==> src/rtl/fast_square_pkg.sv <==
// Shared definitions for the fast-square baseband packer/unpacker pair.
//   MARKER_WORD        : restart-marker value carried on both I and Q
//   WORD_BITS          : samples per packed word
//   DEFAULT_MIN_MARKER : consecutive markers needed to declare a restart
//   state_t            : receive framing state
package fast_square_pkg;

  localparam logic [15:0] MARKER_WORD        = 16'h8000;
  localparam int          WORD_BITS          = 16;
  localparam int          DEFAULT_MIN_MARKER = 16;

  typedef enum logic [1:0] {
    HUNT = 2'd0,
    SYNC = 2'd1,
    DATA = 2'd2
  } state_t;

endpackage

==> src/rtl/fast_square_word_fifo.sv <==
// Two-entry word FIFO holding one packed I/Q pair per entry.
// Ports:
//   clock, reset_n : clock, asynchronous active-low reset
//   flush          : empties the FIFO, overriding push/pop
//   push, wdata    : write request and {I, Q} data; ignored when full unless
//                    a pop happens in the same cycle
//   pop            : read request; rdata shows the head entry combinationally
//   full, empty    : occupancy flags
module fast_square_word_fifo
  import fast_square_pkg::*;
(
  input  logic                     clock,
  input  logic                     reset_n,
  input  logic                     flush,
  input  logic                     push,
  input  logic                     pop,
  input  logic [2*WORD_BITS-1:0]   wdata,
  output logic [2*WORD_BITS-1:0]   rdata,
  output logic                     full,
  output logic                     empty
);

  logic [2*WORD_BITS-1:0] mem [2];
  logic                   wr_ptr;
  logic                   rd_ptr;
  logic [1:0]             count;
  logic                   do_push;
  logic                   do_pop;

  assign full    = (count == 2'd2);
  assign empty   = (count == 2'd0);
  assign do_pop  = pop && !empty;
  // A pop in the same cycle frees the slot being written, so a full FIFO
  // can still accept a word.
  assign do_push = push && (!full || do_pop);
  assign rdata   = mem[rd_ptr];

  // NOTE: the storage array has no reset; the pointers and count decide
  // what is valid, and leaving the data unreset keeps it a plain RAM.
  always_ff @(posedge clock) begin
    if (do_push && !flush) begin
      mem[wr_ptr] <= wdata;
    end
  end

  always_ff @(posedge clock or negedge reset_n) begin
    if (!reset_n) begin
      wr_ptr <= 1'b0;
      rd_ptr <= 1'b0;
      count  <= 2'd0;
    end else if (flush) begin
      wr_ptr <= 1'b0;
      rd_ptr <= 1'b0;
      count  <= 2'd0;
    end else begin
      if (do_push) wr_ptr <= ~wr_ptr;
      if (do_pop)  rd_ptr <= ~rd_ptr;
      count <= count + {1'b0, do_push} - {1'b0, do_pop};
    end
  end

endmodule

==> src/rtl/fast_square_unpack.sv <==
// Receive-side unpacker for the 1-bit "fast square" baseband stream.
// Hunts for a run of 0x8000/0x8000 restart markers, then serializes each
// packed word MSB-first, one I and one Q bit per clock, as +/-AMP samples.
// Ports:
//   clock, reset_n        : clock, asynchronous active-low reset
//   in_strobe, i_in, q_in : strobed packed words (bit 15 = oldest sample)
//   out_valid             : i_bit/q_bit/i_sample/q_sample valid this cycle
//   i_bit, q_bit          : current serialized bits
//   i_sample, q_sample    : signed +AMP (bit 1) / -AMP (bit 0), held when idle
//   locked                : high while in DATA
//   restart_pulse         : one cycle, in the cycle after each SYNC->DATA entry
//   overflow              : sticky, a word arrived with the FIFO full
//   word_count            : data words accepted since the last lock
module fast_square_unpack
  import fast_square_pkg::*;
#(
  parameter int                            MIN_MARKER = DEFAULT_MIN_MARKER,
  parameter logic signed [WORD_BITS-1:0]   AMP        = 16'sd8192
)(
  input  logic                        clock,
  input  logic                        reset_n,
  input  logic                        in_strobe,
  input  logic [WORD_BITS-1:0]        i_in,
  input  logic [WORD_BITS-1:0]        q_in,
  output logic                        out_valid,
  output logic                        i_bit,
  output logic                        q_bit,
  output logic signed [WORD_BITS-1:0] i_sample,
  output logic signed [WORD_BITS-1:0] q_sample,
  output logic                        locked,
  output logic                        restart_pulse,
  output logic                        overflow,
  output logic [15:0]                 word_count
);

  localparam int MCNT_W = $clog2(MIN_MARKER + 1);

  state_t              state_q, state_d;
  logic [MCNT_W-1:0]   mcnt_q, mcnt_d;
  logic                is_marker;
  logic                push;
  logic                flush;
  logic                lock_entry;

  logic [2*WORD_BITS-1:0] fifo_rdata;
  logic                   fifo_full;
  logic                   fifo_empty;

  logic                 busy;
  logic [3:0]           bit_cnt;
  logic [WORD_BITS-1:0] sr_i;
  logic [WORD_BITS-1:0] sr_q;
  logic                 last_bit;
  logic                 load;

  assign is_marker = in_strobe && (i_in == MARKER_WORD) && (q_in == MARKER_WORD);
  assign locked    = (state_q == DATA);

  // NOTE: every signal is given a default before the case so that no path
  // leaves it unassigned, which would otherwise infer a latch.
  always_comb begin
    state_d    = state_q;
    mcnt_d     = mcnt_q;
    push       = 1'b0;
    flush      = 1'b0;
    lock_entry = 1'b0;
    unique case (state_q)
      HUNT: begin
        if (in_strobe) begin
          if (!is_marker) begin
            mcnt_d = '0;
          end else if (mcnt_q == MCNT_W'(MIN_MARKER - 1)) begin
            state_d = SYNC;
            mcnt_d  = '0;
          end else begin
            mcnt_d = mcnt_q + MCNT_W'(1);
          end
        end
      end
      SYNC: begin
        if (in_strobe && !is_marker) begin
          state_d    = DATA;
          push       = 1'b1;
          lock_entry = 1'b1;
        end
      end
      DATA: begin
        if (in_strobe) begin
          if (is_marker && mcnt_q == MCNT_W'(MIN_MARKER - 1)) begin
            // Threshold marker: drop lock and discard everything in flight.
            state_d = SYNC;
            mcnt_d  = '0;
            flush   = 1'b1;
          end else begin
            push   = 1'b1;
            mcnt_d = is_marker ? mcnt_q + MCNT_W'(1) : '0;
          end
        end
      end
      default: state_d = HUNT;
    endcase
  end

  // The serializer reloads on its final bit when another word is waiting,
  // so continuous 16-cycle strobes produce a gap-free output stream.
  assign last_bit = busy && (bit_cnt == 4'd15);
  assign load     = !flush && !fifo_empty && (!busy || last_bit);

  fast_square_word_fifo u_fifo (
    .clock   (clock),
    .reset_n (reset_n),
    .flush   (flush),
    .push    (push),
    .pop     (load),
    .wdata   ({i_in, q_in}),
    .rdata   (fifo_rdata),
    .full    (fifo_full),
    .empty   (fifo_empty)
  );

  // NOTE: sequential state uses non-blocking assignments so every register
  // samples pre-edge values regardless of statement order.
  always_ff @(posedge clock or negedge reset_n) begin
    if (!reset_n) begin
      state_q       <= HUNT;
      mcnt_q        <= '0;
      restart_pulse <= 1'b0;
      overflow      <= 1'b0;
      word_count    <= '0;
    end else begin
      state_q       <= state_d;
      mcnt_q        <= mcnt_d;
      restart_pulse <= lock_entry;
      if (push && fifo_full && !load) overflow <= 1'b1;
      if (lock_entry) begin
        word_count <= 16'd1;
      end else if (push && (!fifo_full || load)) begin
        word_count <= word_count + 16'd1;
      end
    end
  end

  always_ff @(posedge clock or negedge reset_n) begin
    if (!reset_n) begin
      busy      <= 1'b0;
      bit_cnt   <= '0;
      sr_i      <= '0;
      sr_q      <= '0;
      out_valid <= 1'b0;
      i_bit     <= 1'b0;
      q_bit     <= 1'b0;
      i_sample  <= '0;
      q_sample  <= '0;
    end else if (flush) begin
      busy      <= 1'b0;
      bit_cnt   <= '0;
      out_valid <= 1'b0;
    end else begin
      out_valid <= busy;
      if (busy) begin
        i_bit    <= sr_i[WORD_BITS-1];
        q_bit    <= sr_q[WORD_BITS-1];
        i_sample <= sr_i[WORD_BITS-1] ? AMP : -AMP;
        q_sample <= sr_q[WORD_BITS-1] ? AMP : -AMP;
        sr_i     <= {sr_i[WORD_BITS-2:0], 1'b0};
        sr_q     <= {sr_q[WORD_BITS-2:0], 1'b0};
        bit_cnt  <= bit_cnt + 4'd1;
      end
      if (load) begin
        sr_i    <= fifo_rdata[2*WORD_BITS-1:WORD_BITS];
        sr_q    <= fifo_rdata[WORD_BITS-1:0];
        bit_cnt <= '0;
        busy    <= 1'b1;
      end else if (last_bit) begin
        busy <= 1'b0;
      end
    end
  end

endmodule

==> config.mk <==
export PLATFORM = sky130hd
export DESIGN_NAME = fast_square_unpack
export DESIGN_NICKNAME = d
export VERILOG_FILES = /design/src/rtl/fast_square_pkg.sv /design/src/rtl/fast_square_word_fifo.sv /design/src/rtl/fast_square_unpack.sv
export SDC_FILE = /design/constraint.sdc
export NUM_CORES = 1
export LEC_CHECK = 0
export BUFFER_PORTS_ARGS = -buffer_cell sky130_fd_sc_hd__buf_2
export CORE_ASPECT_RATIO = 1.4
export CORE_MARGIN = 10
export CORE_UTILIZATION = 35
export CTS_BUF_LIST = sky130_fd_sc_hd__clkbuf_2
export DETAILED_ROUTE_END_ITERATION = 10
export PLACE_DENSITY_LB_ADDON = 0.2
export SYNTH_ARGS = -nofsm -noshare
export SYNTH_HDL_FRONTEND = slang
export SYNTH_SLANG_ARGS = --single-unit
==> constraint.sdc <==
create_clock -name clock -period 6.1 [get_ports clock]
set_input_delay 1.22 -clock clock [delete_from_list [all_inputs] [get_ports clock]]
set_output_delay 1.22 -clock clock [all_outputs]
set_load 0.05 [all_outputs]
==> results.json <==
{
  "drive_gt1_frac": 0.298,
  "track_usage": 0.112,
  "yosys_warnings": 0,
  "ctsResizeCount": 0,
  "worstMarginPinSlew_ns": 1.19,
  "crit_type": "in -> reg",
  "finalSetupTns_ns": 0,
  "via_per_inst": 4.81,
  "required_ns": 6.76,
  "finalCritPeriodShare": 0.593,
  "synth_top_family_by_area": "simple AND/OR/NAND/NOR gates",
  "period_minus_slack_ns": 3.62,
  "fin_skew_ns": 0.0369,
  "portBuffers": 62,
  "antenna_found_initial": 2,
  "area_growth_pct": 9.48,
  "setup_viol": 0,
  "critPathArrivalTime_ns": 4.27,
  "cts_made_buffers": 17,
  "ys_async_sr_fraction": 0.529,
  "ys_seq_elements": 136,
  "clockBufferDepth": 2,
  "rows": 58,
  "fill_cells": 1836,
  "synth_ff_type": "dfrtp_1",
  "avgSynthCellArea_um2": 12.8,
  "core_region_area_um2": 18000,
  "placed_area_um2": 6780,
  "synth_cell_type_count": 59,
  "antenna_left": 0,
  "overflow": 0,
  "worst_setup_path_end_kind": "register",
  "yosysSeqAreaShare": 0.581,
  "nNetsFinal": 604,
  "wl_um": 13300,
  "design_area_um2": 7010,
  "synth-simple-area-share": 0.116,
  "final_cell_mix": "dfrtp_1, edfxtp_1, buf_2, nand2_1, o21ai_0",
  "powerDensity_nw_per_um2": 386,
  "synth_edf_count": 64,
  "grt_pass1_vias": 4184,
  "yosys-mux-area-fraction": 0.115,
  "synthAdderAreaFrac": 0.0215,
  "start_kind": "primary input",
  "hp-class": "reg -> reg",
  "crit_fanout": 38,
  "clkSinkCount": 136,
  "drc": 0,
  "cts_tree": "done",
  "power_mw": 2.71,
  "cts_setup_buffers": 0,
  "drtPass1Iterations": 4,
  "rsz0062_at_grt": "false",
  "clkSlewWorstSetupHoldPaths_ns": 0.22,
  "start_util": 0.356,
  "htreeDepth": 4,
  "grt_pass1_wl_um": 21600,
  "synthXorXnorAreaFrac": 0.00547,
  "hold_violations": 0,
  "synth_compound_area_frac": 0.0973,
  "syn_inst": 501,
  "slew_headroom": 0.206,
  "routabilityCongestion": 0.753,
  "status": "complete, no violations",
  "wl_per_cell_um": 16.3,
  "final_common_cell": "dfrtp_1",
  "grt_max_degree": 73,
  "post-dp-hpwl_um": 9080,
  "drv_slew": 0,
  "clk_latency_ns": 0.71,
  "leakagePower_nw": 2.72,
  "fin_cells": 812,
  "fin_util": 0.390,
  "fp.dieArea_um2": 24200,
  "clockRootBuffer": "clkbuf_2",
  "syn_area_um2": 6400,
  "vias": 3908,
  "num_io_pins": 89,
  "chipHeight_um": 180,
  "detail_route.iter0.violations": 177,
  "max_freq_mhz": 277,
  "cts_hold_buf": 0,
  "die_w_um": 134,
  "drv_cap": 0,
  "dp_cells": 779,
  "peakVddDrop_uv": 191
}
worst max-delay path, cell delays in order:
cell	delay [ns]
buf_2	0.11
nor4_1	0.52
nand4_2	0.27
nor3_2	0.58
or2_1	0.97
buf_4	0.40
a22o_1	0.18
sequential cells by signal, summed over array words and instances, names as in the netlist, 2 cells and up:
signal and count:
state_q 2, sr_i 16, mcnt_q 5, i_sample 2, u_fifo.count 2, word_count 16
u_fifo.mem 64, bit_cnt 4, sr_q 16
cell usage after synthesis, drive strengths merged (9+ instances only):
| cell type | number | share of area |
|---|---|---|
| or4 | 10 | 0.012 |
| a21oi | 15 | 0.016 |
| o21ai | 41 | 0.033 |
| mux2i | 34 | 0.053 |
| ha | 11 | 0.021 |
| mux2 | 35 | 0.062 |
| edfxtp | 64 | 0.30 |
| o31ai | 12 | 0.020 |
| buf | 44 | 0.053 |
| nor2 | 13 | 0.0076 |
| dfrtp | 72 | 0.28 |
| nand2 | 50 | 0.029 |
| clkbuf | 9 | 0.0053 |
| nand3 | 13 | 0.010 |
routing by layer:
layer | global-route usage | up-vias | share of wire
li1 | - | 1898 | -
met1 | 0.129 | 1913 | 0.44
met2 | 0.190 | 78 | 0.51
met3 | 0.0371 | 17 | 0.040
met4 | 0.0380 | 2 | 0.014
met5 | 0 | - | 0.00068
report_power, final:
| group | switching (mW) | internal [mW] |
|---|---|---|
| clock | 0.364 | 0.159 |
| combinational | 0.575 | 0.318 |
| sequential | 0.112 | 1.18 |
| total | 1.05 | 1.65 |
cell type report:
| cell class | instances | area [um2] | area share |
|---|---|---|---|
| clock buffer | 18 | 90.1 | 0.0129 |
| sequential | 136 | 3720 | 0.531 |
| antenna | 1 | 2.50 | 0.000357 |
| timing repair buffer | 66 | 343 | 0.0489 |
| clock inverter | 14 | 140 | 0.0200 |
| multi-input combinational | 329 | 2380 | 0.340 |
| inverter | 8 | 30.0 | 0.00428 |
| tap | 240 | 300 | 0.0428 |
final timing paths:
path	slack (ns)	cells after the start	from	to
max	2.48	7	i_in[11]	sr_i[0]
min	0.49	1	mcnt_q[3]	mcnt_q[3]
max reg2reg	2.65	8	mcnt_q[0]	sr_i[0]
min reg2reg	0.49	1	mcnt_q[3]	mcnt_q[3]
max in group asynchronous	4.83	1	reset_n	mcnt_q[3]
min in group asynchronous	0.60	1	reset_n	word_count[13]
cell families after synthesis:
family                     Yosys count
DFF                                136
buffers and inverters               61
muxes                               69
and+or+nand+nor                    132
AOI/OAI and AO/OA                   87
other                                1
adders and majority gates           11
xor gates and xnor gates             4
stage by stage:
step	setup WS (ns)	hold WS (ns)
global placement	1.63	0.460
global route	2.20	0.525
floorplan	1.29	0.437
detailed placement	1.56	0.464
finish	2.48	0.490
CTS	2.42	0.492
Note: power is estimated with default switching activity, not from simulation.
